**src/rtl/irrigation_valve_scheduler_pkg.sv**
```systemverilog
// Shared definitions for the irrigation valve scheduler and its timebase companions:
// state encoding, zone index width and default ON/GAP tick durations.
package irrigation_pkg;

  localparam logic [1:0] ST_IDLE   = 2'd0;
  localparam logic [1:0] ST_GRANT  = 2'd1;
  localparam logic [1:0] ST_OPEN   = 2'd2;
  localparam logic [1:0] ST_SETTLE = 2'd3;

  typedef enum logic [1:0] {
    IDLE   = ST_IDLE,
    GRANT  = ST_GRANT,
    OPEN   = ST_OPEN,
    SETTLE = ST_SETTLE
  } state_e;

  localparam int ZONE_ID_W     = 3;
  localparam int DEF_ON_TICKS  = 20;
  localparam int DEF_GAP_TICKS = 3;

endpackage

```
**src/rtl/irrigation_valve_scheduler_tick_downcounter.sv**
```systemverilog
// Loadable down-counter advanced only by timebase ticks; shared by the ON and GAP phases.
// Saturates at zero and flags it combinationally so the owner can act on the same tick.
module tick_downcounter #(
  parameter int W = 8
) (
  input  logic         clk,
  input  logic         reset,
  input  logic         load,
  input  logic [W-1:0] load_val,
  input  logic         tick,
  output logic         zero
);

  logic [W-1:0] cnt;

  // NOTE: registers are written with <= so every flop samples pre-edge values.
  always_ff @(posedge clk) begin
    if (reset) begin
      cnt <= '0;
    end else if (load) begin
      cnt <= load_val;
    end else if (tick && (cnt != '0)) begin
      cnt <= cnt - W'(1);
    end
  end

  assign zero = (cnt == '0);

endmodule

```
**src/rtl/irrigation_valve_scheduler.sv**
```systemverilog
// Round-robin scheduler sharing one valve/pump path between N_ZONES irrigation zones:
// grant, hold the valve open for ON_TICKS ticks, then keep all valves shut for GAP_TICKS.
module irrigation_valve_scheduler
  import irrigation_pkg::*;
#(
  parameter int N_ZONES   = 4,
  parameter int CNT_W     = 8,
  parameter int ON_TICKS  = DEF_ON_TICKS,
  parameter int GAP_TICKS = DEF_GAP_TICKS
) (
  input  logic                 clk,
  input  logic                 reset,
  input  logic                 tick,
  input  logic [N_ZONES-1:0]   req,
  input  logic                 water_ok,
  output logic [N_ZONES-1:0]   valve_en,
  output logic                 busy,
  output logic [ZONE_ID_W-1:0] zone_id,
  output logic [N_ZONES-1:0]   done,
  output logic                 abort
);

  localparam logic [CNT_W-1:0]     ON_LOAD  = CNT_W'(ON_TICKS - 1);
  localparam logic [CNT_W-1:0]     GAP_LOAD = (GAP_TICKS == 0) ? '0 : CNT_W'(GAP_TICKS - 1);
  localparam logic [N_ZONES-1:0]   ONE      = N_ZONES'(1);
  localparam logic [ZONE_ID_W-1:0] LAST     = ZONE_ID_W'(N_ZONES - 1);

  state_e               state;
  logic [ZONE_ID_W-1:0] rr_ptr;

  // Returns {found, index} of the first requesting zone at or after ptr, wrapping around.
  function automatic logic [ZONE_ID_W:0] rr_pick(input logic [N_ZONES-1:0]   r,
                                                 input logic [ZONE_ID_W-1:0] ptr);
    logic [ZONE_ID_W:0] res;
    int                 idx;
    res = '0;
    for (int i = N_ZONES - 1; i >= 0; i--) begin
      idx = (int'(ptr) + i) % N_ZONES;
      if (((r >> idx) & ONE) != '0) res = {1'b1, ZONE_ID_W'(idx)};
    end
    return res;
  endfunction

  logic [ZONE_ID_W:0]   pick;
  logic                 pick_ok;
  logic [ZONE_ID_W-1:0] pick_id;
  logic                 cnt_zero;
  logic                 grant_now;
  logic                 close_now;
  logic                 cnt_load;
  logic                 cnt_dec;
  logic [CNT_W-1:0]     cnt_val;

  assign pick    = rr_pick(req, rr_ptr);
  assign pick_ok = pick[ZONE_ID_W];
  assign pick_id = pick[ZONE_ID_W-1:0];

  // A water fault closes the valve regardless of tick; otherwise the last tick at zero does.
  assign grant_now = (state == GRANT) && water_ok && pick_ok;
  assign close_now = (state == OPEN) && (!water_ok || (tick && cnt_zero));
  assign cnt_load  = grant_now || close_now;
  assign cnt_val   = grant_now ? ON_LOAD : GAP_LOAD;
  assign cnt_dec   = tick && ((state == OPEN) || (state == SETTLE));

  tick_downcounter #(.W(CNT_W)) u_cnt (
    .clk      (clk),
    .reset    (reset),
    .load     (cnt_load),
    .load_val (cnt_val),
    .tick     (cnt_dec),
    .zero     (cnt_zero)
  );

  always_ff @(posedge clk) begin
    if (reset) begin
      state    <= IDLE;
      valve_en <= '0;
      busy     <= 1'b0;
      zone_id  <= '0;
      done     <= '0;
      abort    <= 1'b0;
      rr_ptr   <= '0;
    end else begin
      done  <= '0;
      abort <= 1'b0;
      case (state)
        IDLE: begin
          if (water_ok && (req != '0)) begin
            state <= GRANT;
            busy  <= 1'b1;
          end
        end
        GRANT: begin
          if (grant_now) begin
            state    <= OPEN;
            zone_id  <= pick_id;
            rr_ptr   <= (pick_id == LAST) ? '0 : pick_id + ZONE_ID_W'(1);
            valve_en <= ONE << pick_id;
          end else begin
            state <= IDLE;
            busy  <= 1'b0;
          end
        end
        OPEN: begin
          if (close_now) begin
            valve_en <= '0;
            if (!water_ok) abort <= 1'b1;
            else           done  <= ONE << zone_id;
            if (GAP_TICKS == 0) begin
              state <= IDLE;
              busy  <= 1'b0;
            end else begin
              state <= SETTLE;
            end
          end
        end
        SETTLE: begin
          if (tick && cnt_zero) begin
            state <= IDLE;
            busy  <= 1'b0;
          end
        end
        default: begin
          state    <= IDLE;
          valve_en <= '0;
          busy     <= 1'b0;
        end
      endcase
    end
  end

endmodule
```
**config.mk**
```make
export PLATFORM = sky130hd
export DESIGN_NAME = irrigation_valve_scheduler
export DESIGN_NICKNAME = d
export VERILOG_FILES = /design/src/rtl/irrigation_valve_scheduler_pkg.sv /design/src/rtl/irrigation_valve_scheduler_tick_downcounter.sv /design/src/rtl/irrigation_valve_scheduler.sv
export SDC_FILE = /design/constraint.sdc
export NUM_CORES = 1
export LEC_CHECK = 0
export BUFFER_PORTS_ARGS = -buffer_cell sky130_fd_sc_hd__buf_2
export CAP_MARGIN = 10
export CORE_AREA = 4 4 59 61
export DETAILED_ROUTE_END_ITERATION = 10
export DIE_AREA = 0 0 63 65
export GPL_TIMING_DRIVEN = 1
export PLACE_DENSITY = 0.68
export SKIP_CTS_REPAIR_TIMING = 1
export SLEW_MARGIN = 15
export SYNTH_ARGS = -nofsm -noshare
export SYNTH_HDL_FRONTEND = slang
export SYNTH_HIERARCHICAL = 1
export SYNTH_SLANG_ARGS = --single-unit
```
**constraint.sdc**
```tcl
create_clock -name clk -period 3.4 [get_ports clk]
set_input_delay 0.51 -clock clk [delete_from_list [all_inputs] [get_ports clk]]
set_output_delay 0.51 -clock clk [all_outputs]
set_load 0.005 [all_outputs]
```
# [After elaboration in Yosys (flattened, before gate mapping)]
# Cells that the tools add are included.
# W data, S select, Z words.
[word_totals] register_bits=25 latch_bits=0 ramBits=0 rom_bits=0 elab_cells=82 memories=0
[classes] n_addsub=5 n_mul=0 div_mod_pow=0 n_lt_le_gt_ge=0 eq_ne=9 shift=6 mux=21 n_bitwise=6 reduce_logical=27
[op_table] cell="$shr A4 B32 Y1" count=3
[op_table] cell="$mux W4" count=6
[op_table] cell="$mux W8" count=2
[op_table] cell="$mux W2" count=5
[op_table] cell="$ne A2 B2 Y1 const B" count=5
[op_table] cell="$logic_not A8 Y1" count=1
[op_table] cell="$pmux W2 S4" count=1
[op_table] cell="$pmux W4 S2" count=1
[op_table] cell="$reduce_bool A8 Y1" count=1
[op_table] cell="$shl A1 B3 Y4 const A" count=2
[op_table] cell="$sub A8 B1 Y8 const B" count=1
[op_table] cell="$logic_and A1 B1 Y1" count=7
[op_table] cell="$reduce_and A3 Y1" count=2
[op_table] cell="$reduce_or A2 Y1" count=3
[op_table] cell="$mux W5" count=1
[op_table] cell="$add A2 B1 Y2 const B" count=2
[op_table] cell="$add A2 B2 Y2 const B" count=2
[op_table] cell="$eq A2 B2 Y1 const B" count=2
[op_table] cell="$mux W1" count=4
[op_table] cell="$reduce_and A4 Y1" count=1
[op_table] cell="$reduce_bool A2 Y1" count=2
[op_table] cell="$reduce_bool A4 Y1" count=1
[op_table] cell="$reduce_or A4 Y1" count=1
[op_table] cell="$shr A4 B2 Y1" count=1
[op_table] cell="other kinds (11)" count=17

# [Logic depth before layout (Yosys ltp)]
# Gate-level depths: netlist of the first run.
[depth] depth_word=11 depth_mapped=11

# [Modules after synthesis]
# The synthesis of the first run kept the hierarchy.
[modules_own_cells] module="irrigation_valve_scheduler" instances=1 cells_each=89 area_per_inst_um2=797.0 seq_area_each_um2=320.3
[modules_own_cells] module="tick_downcounter" instances=1 cells_each=59 area_per_inst_um2=515.5 seq_area_each_um2=160.2

# [Worst setup path before layout of the first run]
# No wires, ideal clock.
[synth_timing] kind="reg2reg" start="register u_cnt.cnt[2]" end="register u_cnt.cnt[1]" setup_ns=0.134 t_arrival_ns=2.346 required_time_ns=3.266 path_slack_ns=0.920 stages_incl_launch_ff=10 cell_sequence="dfxtp_1 -> or4_4 -> nor4_1 -> nand2_1 -> a21o_1 -> nand2_1 -> clkbuf_1 -> clkinv_1 -> nand4b_1 -> o211ai_1"
[synth_between] elab_chain_len=6 word_cells_on_any_way=9 classes_between="1 x mux; 8 x reduce/logical"
[synth_lines] item="start, declared" line="irrigation_valve_scheduler_tick_downcounter.sv:14" source="logic [W-1:0] cnt;"
[synth_lines] item="start signal, assigned" line="irrigation_valve_scheduler_tick_downcounter.sv:21" source="cnt <= load_val;"
[synth_lines] item="start signal, assigned" line="irrigation_valve_scheduler_tick_downcounter.sv:23" source="cnt <= cnt - W'(1);"
[synth_lines] item="$logic_not A8 Y1 *" line="irrigation_valve_scheduler_tick_downcounter.sv:27" source="assign zero = (cnt == '0);"
[synth_lines] item="via cnt_zero" line="irrigation_valve_scheduler.sv:47" source="logic cnt_zero;"
[synth_lines] item="$logic_and A1 B1 Y1 *" line="irrigation_valve_scheduler.sv:60" source="assign close_now = (state == OPEN) && (!water_ok || (tick && cnt_zero));"
[synth_lines] item="$logic_or A1 B1 Y1 *" line="irrigation_valve_scheduler.sv:60"
[synth_lines] item="$logic_and A1 B1 Y1 *" line="irrigation_valve_scheduler.sv:60"
[synth_lines] item="$logic_or A1 B1 Y1 *" line="irrigation_valve_scheduler.sv:61" source="assign cnt_load = grant_now || close_now;"
[synth_lines] item="via cnt_load" line="irrigation_valve_scheduler.sv:50" source="logic cnt_load;"
[synth_lines] item="$mux W8 / $reduce_bool A2 Y1 (equally long branches)"
# Mark *: on every way through the listed nets, which the timed path passes. The rest lies on a longest branch.
# A chain may end at the register's enable or synchronous reset.

# [Worst setup path in the final report of the first run]
# Same ends and word-level chain as after synthesis.

==> metrics.md, run 1 <==
| Metric | Value |
|---|---|
| Number of flops mapped to enable cells by yosys | `0` |
| Final HPWL DP | `2110 µm` |
| Synth top area share | `0.366` |
| Total Wirelength | `2750 µm` |
| CTS Root Cell | `clkbuf_4` |
| Die Ht | `65 µm` |
| Final Net Count | `around 190` |
| Clock latency on the worst-skew pair | `0.31 ns` |
| H-tree depth | `1` |
| Port Buffer Count | `19` |
| Clk slew on worst S/H paths | `0.13 ns` |
| FILL cells | `~300` |
| Seq/Total Area, Yosys | `0.366` |
| Effective utilization at floorplan | `0.441` |
| Status | `completed` |
| Die width | `around 63 µm` |
| Cell variety after synth | `51` |
| Slew headroom | `0.566` |
| Max IR drop VDD | `0.167 mV` |
| Initial antenna violation count | `0` |
| DR WL/cell | `approximately 13 µm` |
| Largest net degree at the start of global routing | `23` |
| DR DRC count | `0` |
| Worst Max-Slew Pin Slew | `0.647 ns` |
| Cell leakage power | `0.621 nW` |
| First-pass GRT wire length | `4900 µm` |
| Slowest CP cell | `or4_4` |
| GR Overflow Total | `0` |
| DP Worst Slack | `0.721 ns` |
| Cell count after synthesis | `roughly 150` |
| WP data arrival | `2.91 ns` |
| Post-route clock skew | `0.00598 ns` |
| Maximum clock path buffer count | `2` |
| Final Slew Violations | `0` |
| Top cells by count, synth | `dfxtp_1 (24), nand2_1 (13), a21oi_1 (12)` |
| Maxcap violations | `0` |
| Final Hold Vio Count | `0` |
| Req. time, crit path | `3.59 ns` |
| Antenna diodes | `0` |
| Synthesized flop and latch total | `24` |
| CTS sink count | `24` |
| IO Pins | `21` |
| Area of the die | `4100 µm²` |
| Async set-reset flop share out of synthesis | `0` |
| Total power | `0.000595 W` |
| Count leader, synth | `dfxtp_1` |
| Setup CP Type | `flop to flop` |
| Placer congestion estimate | `0.749` |
| Vias per cell | `5.51` |
| Slowest stage delay, CP | `0.59 ns` |
| Period utilisation layout | `0.802` |
| Syn avg cell area | `8.87 µm²` |
| Pwr per Cell Area | `401 nW/µm²` |
| Ordered list of cells on the worst path | `or4_4, nor4_1, nand2_1, a21o_1, nand2_1, clkinv_1, nand4b_1, o211ai_1` |
| Core area | `2980 µm²` |
| Worst reg-to-reg setup slack | `approximately 0.67 ns` |
| Pre-antenna DRT Iters | `4` |
| Top area cells in the synthesized netlist | `dfxtp_1 (37%), ha_1 (5.7%), a21oi_1 (4.6%), nand2_1 (3.7%), nor2_1 (2.9%)` |
| Flip-flop cell with the highest count after synthesis | `dfxtp_1` |
| CTS tree | `done` |
| CP dominant cell by count | `nand2_1` |
| Crit. End Element | `flop` |
| Hold Crit Class | `primary input to flop` |
| Site row count | `20` |
| Antenna-violating nets left | `0` |
| Share of cells above drive strength 1 | `0.244` |
| Setup ws final | `0.672 ns` |
| Tmin final | `2.73 ns` |
| Mapped Area | `1310 µm²` |
| Synthesis Warnings | `6` |
| Global Route Usage Sum | `0.149` |
| Cell taking the most area after synthesis | `dfxtp_1` |
| Cts bufs inserted | `3` |
| RSZ-0062 raised after global routing | `false` |
| Vias | `1130` |
| Starting DRC count in detailed routing | `50` |
| Worst setup SP type | `flop` |
| Vias in the first global route | `1120` |
| # setup viols final | `0` |
| Max Fclk | `367 MHz` |
| Synth-to-Final Area Change | `13.2%` |
| Sum Neg Setup Slack | `0 ns` |
| CP Max Fanout | `11` |
-- cell families after synthesis --
family,Yosys count,synth area share
buffers and inverters,15,0.0496
and+or+nand+nor,62,0.294
xor gates and xnor gates,3,0.0200
DFF,24,0.366
muxes,1,0.00763
adders and majority gates,6,0.0572
other,2,0.00572
AOI/OAI and AO/OA,35,0.200
-- metal layers --
metal / vias to the layer above / global-route usage / part of all wire
met2: 20 / 0.278 / 0.54
li1: 576 / - / -
met4: 0 / 0.0496 / 0.0084
met5: - / 0 / 0
met1: 530 / 0.167 / 0.42
met3: 4 / 0.0312 / 0.030
-- worst max-delay path, delay by kind of cell (launching register included) --
kind	cells	cell delay, ns
compound gates	2	0.37
simple gates	5	1.53
flops	1	0.38
buf+inv	1	0.32
-- cell usage in the layout (no fill, tap or decap), types with 2 or more instances in the layout --
cell      netlist  layout
nor2b_1         2       2
buf_2           0      19
nor2_1         10      10
ha_1            6       6
nand3_1         6       6
nand2b_1        2       2
or4_2           2       2
conb_1          2       7
dfxtp_1        24      24
a311oi_1        2       2
and3_1          2       2
inv_1           9       9
nor3b_1         3       3
or3_2           2       2
or4_4           2       2
o22ai_1         3       3
xnor2_1         3       3
clkbuf_4        0       3
or4_1           2       2
nor3_1          4       4
o21ai_0         3       3
a211oi_2        2       2
a21oi_2         2       2
nand2_1        13      13
a21oi_1        12      12
a211oi_1        2       2
-- final timing paths --
path	from	end	cells after the start
hold reg to reg	valve_en[2]$_SDFFE_PP0P_	valve_en[2]$_SDFFE_PP0P_	2
hold / removal	water_ok	abort$_SDFF_PP0_	2
setup / recovery	u_cnt/cnt[2]$_SDFFE_PP0P_	u_cnt/cnt[1]$_SDFFE_PP0P_	8
setup reg to reg	u_cnt/cnt[2]$_SDFFE_PP0P_	u_cnt/cnt[1]$_SDFFE_PP0P_	8
-- power breakdown --
part	switching, W	internal, W	total (W)
clock	0.0000816	0.0000653	0.000147
sequential	0.0000174	0.000297	0.000314
combinational	0.0000773	0.0000572	0.000134
-- cell type report --
class / instances / area [µm²] / share of cell area
inverter: 11 / 46.3 / 0.0312
sequential: 24 / 480 / 0.324
clock buffer: 4 / 36.3 / 0.0244
tap: 33 / 41.3 / 0.0278
timing repair buffer: 19 / 95.1 / 0.0640
multi-input combinational: 114 / 786 / 0.529
-- metrics by stage --
stage,util,hold WS [ns],instances,area (µm²)
2_1_floorplan,-,0.454,153,1330
3_3_place_gp,0.487,0.461,201,1450
3_5_place_dp,0.487,0.468,201,1450
4_1_cts,0.499,0.434,205,1490
5_1_grt,0.499,0.428,205,1490
6_report,0.499,0.451,205,1490
-- sequential cells by signal, summed over array words and instances, names as in the netlist, named ones only --
name / cells
u_cnt/cnt: 8
state: 1
rr_ptr: 2
zone_id: 2
busy: 1
done: 4
valve_en: 4
abort: 1
(Power assumes the default switching activity.)
==> run 2, diff against run 1 <==
PLACE_DENSITY = 0.7   (was 0.68)
clock period = 2.25 ns   (was 3.4 ns; I/O delays follow)
==> run 2 against run 1 <==
  * Die area is the same
  * Combinational power grew 85%
  * Clock power is 25% higher
  * Utilization increased by 2.6 points
  * Via count increased by 1.7%
  * Hold slack lost 0.17 ns
  * Clock skew increased by 0.0013 ns
  * Power grew 52%
  * Sequential share of layout area shrank 1.6 points
  * Largest cell class unchanged
  * Largest power group unchanged
==> metrics.md, run 2 (synthesis results as in run 1) <==
| Metric | Value |
|---|---|
| Cts bufs inserted | `3` |
| Max Fclk | `479 MHz` |
| Area of the die | `4100 µm²` |
| IO Pins | `21` |
| CP Max Fanout | `7` |
| Ordered list of cells on the worst path | `inv_1, ha_1, inv_2, nor4_4, nand2_1, a21o_1, nand2_4, or4_2, o211ai_1` |
| Clk slew on worst S/H paths | `0.13 ns` |
| Post-route clock skew | `0.00732 ns` |
| GR Overflow Total | `0` |
| Slowest CP cell | `or4_2` |
| Finished layout cell area | `1560 µm²` |
| CTS Root Cell | `clkbuf_4` |
| CTS tree | `done` |
| Status | `completed` |
| R2R depth | `9` |
| Crit. End Element | `flop` |
| H-tree depth | `1` |
| # setup viols final | `0` |
| Worst Max-Slew Pin Slew | `around 0.50 ns` |
| Combinational Power Share | `0.274` |
| Maximum clock path buffer count | `2` |
| CP top delay family | `simple AND/OR/NAND/NOR gates` |
| CP Buf/Inv Count | `2` |
| Initial antenna violation count | `0` |
| Clock power share | `0.203` |
| Antenna-violating nets left | `0` |
| Internal power | `0.000627 W` |
| DR DRC count | `0` |
| Final Hold Vio Count | `0` |
| Hold Crit Class | `primary input to flop` |
| WHS | `0.279 ns` |
| Slew headroom | `0.663` |
| Starting DRC count in detailed routing | `45` |
| Post-placement cell area | `around 1500 µm²` |
| Max IR drop VDD | `about 0.28 mV` |
| Cell leakage power | `0.661 nW` |
| Share of cells above drive strength 1 | `0.300` |
| Largest registers | `u_cnt/cnt: 8 flops, done: 4 flops, valve_en: 4 flops` |
| Biggest register | `u_cnt/cnt` |
| Die Ht | `65 µm` |
| Max FFs per register | `8` |
| Final Slew Violations | `0` |
| Clock latency on the worst-skew pair | `between 0.3 and 0.4 ns` |
| Largest net degree at the start of global routing | `23` |
| Pre-antenna DRT Iters | `4` |
| Antenna diodes | `0` |
| Vias per cell | `5.39` |
| Site row count | `20` |
| Tmin final | `2.09 ns` |
| Period utilisation layout | `0.928` |
| Hold path endpoint | `abort$_SDFF_PP0_` |
| Net Sw Power | `0.000280 W` |
| Most common cell after layout, fill and taps aside | `dfxtp_1` |
| WP data arrival | `about 2.3 ns` |
| Final Net Count | `between 150 and 200` |
| Slowest stage delay, CP | `0.66 ns` |
| Final design utilization | `0.525` |
| Global Route Usage Sum | `0.153` |
| DR WL/cell | `13.5 µm` |
| Port Buffer Count | `19` |
| Total power | `0.000907 W` |
| Die width | `63 µm` |
| Final HPWL DP | `approximately 2200 µm` |
| CTS sink count | `24` |
| Worst setup SP type | `flop` |
| Commonest non-fill, non-tap cells in the layout | `dfxtp_1 (24), buf_2 (19), a21oi_1 (12), nand2_1 (12), nor2_1 (10)` |
| Dpl cells | `210` |
| Worst reg-to-reg setup slack | `0.16 ns` |
| Setup CP Type | `flop to flop` |
| First-pass GRT wire length | `5020 µm` |
| Vias | `between 1k and 1.5k` |
| FF-to-FF Start | `u_cnt/cnt[0]$_SDFFE_PP0P_` |
| Maxcap violations | `0` |
| Effective utilization at floorplan | `0.441` |
| Sequential power share | `0.523` |
| Worst R2R End | `u_cnt/cnt[1]$_SDFFE_PP0P_` |
| Placer congestion estimate | `0.842` |
| Hold path startpoint | `water_ok` |
| Core area | `roughly 3000 µm²` |
| Vias in the first global route | `1160` |
| Net Sw Frac | `0.309` |
| RSZ-0062 raised after global routing | `false` |
| Pwr per Cell Area | `580 nW/µm²` |
| Final std cells w/o fill | `213` |
| Synth-to-Final Area Change | `19.1%` |
| Req. time, crit path | `~2.5 ns` |
| Total Wirelength | `about 2900 µm` |
| Min-Delay Path Depth | `2` |
==> run 2: per-layer routing <==
| layer | GRT usage | share of wire | wire (µm) |
|---|---|---|---|
| met1 | 0.159 | 0.41 | 1190 |
| met2 | 0.304 | 0.56 | 1600 |
| met3 | 0.0277 | 0.023 | 66 |
| met4 | 0.0468 | 0.0059 | 17 |
| met5 | 0 | 0 | 0 |
==> run 2: through the flow <==
| step | setup TNS, ns | setup WS, ns |
|---|---|---|
| CTS | -0.381 | -0.0856 |
| floorplan | 0 | 0.00767 |
| global placement | 0 | 0.0645 |
| global route | 0 | 0.0169 |
| finish | 0 | 0.162 |
| detailed placement | -0.209 | -0.0661 |
==> run 2: final cells by class <==
class                           instances  area [µm²]
Multi-Input combinational cell        114         808
Clock buffer                            3        22.5
Tap cell                               33        41.3
Timing Repair Buffer                   28         163
Sequential cell                        24         480
Inverter                               11        47.5
Fill cell                             278        1420
==> run 2: how the worst max path moves through the flow <==
stage                              start                   endpoint  slack [ns]  depth (start not counted)
2_1_floorplan  u_cnt/cnt[2]$_SDFFE_PP0P_  u_cnt/cnt[1]$_SDFFE_PP0P_       0.008                          9
3_3_place_gp   u_cnt/cnt[3]$_SDFFE_PP0P_  u_cnt/cnt[2]$_SDFFE_PP0P_        0.06                          9
3_5_place_dp   u_cnt/cnt[3]$_SDFFE_PP0P_  u_cnt/cnt[2]$_SDFFE_PP0P_       -0.07                          9
4_1_cts        u_cnt/cnt[3]$_SDFFE_PP0P_  u_cnt/cnt[2]$_SDFFE_PP0P_       -0.09                          9
5_1_grt        u_cnt/cnt[2]$_SDFFE_PP0P_  u_cnt/cnt[2]$_SDFFE_PP0P_        0.02                          9
6_report       u_cnt/cnt[0]$_SDFFE_PP0P_  u_cnt/cnt[1]$_SDFFE_PP0P_        0.16                          9
==> run 2: power by group through the flow <==
stage	logic, W	registers (W)	clock network (W)
CTS	0.000234	0.000472	0.000192
floorplan	0.000160	0.000477	0
global route	0.000277	0.000477	0.000209
finish	0.000248	0.000474	0.000184
global placement	0.000224	0.000481	0
detailed placement	0.000233	0.000481	0
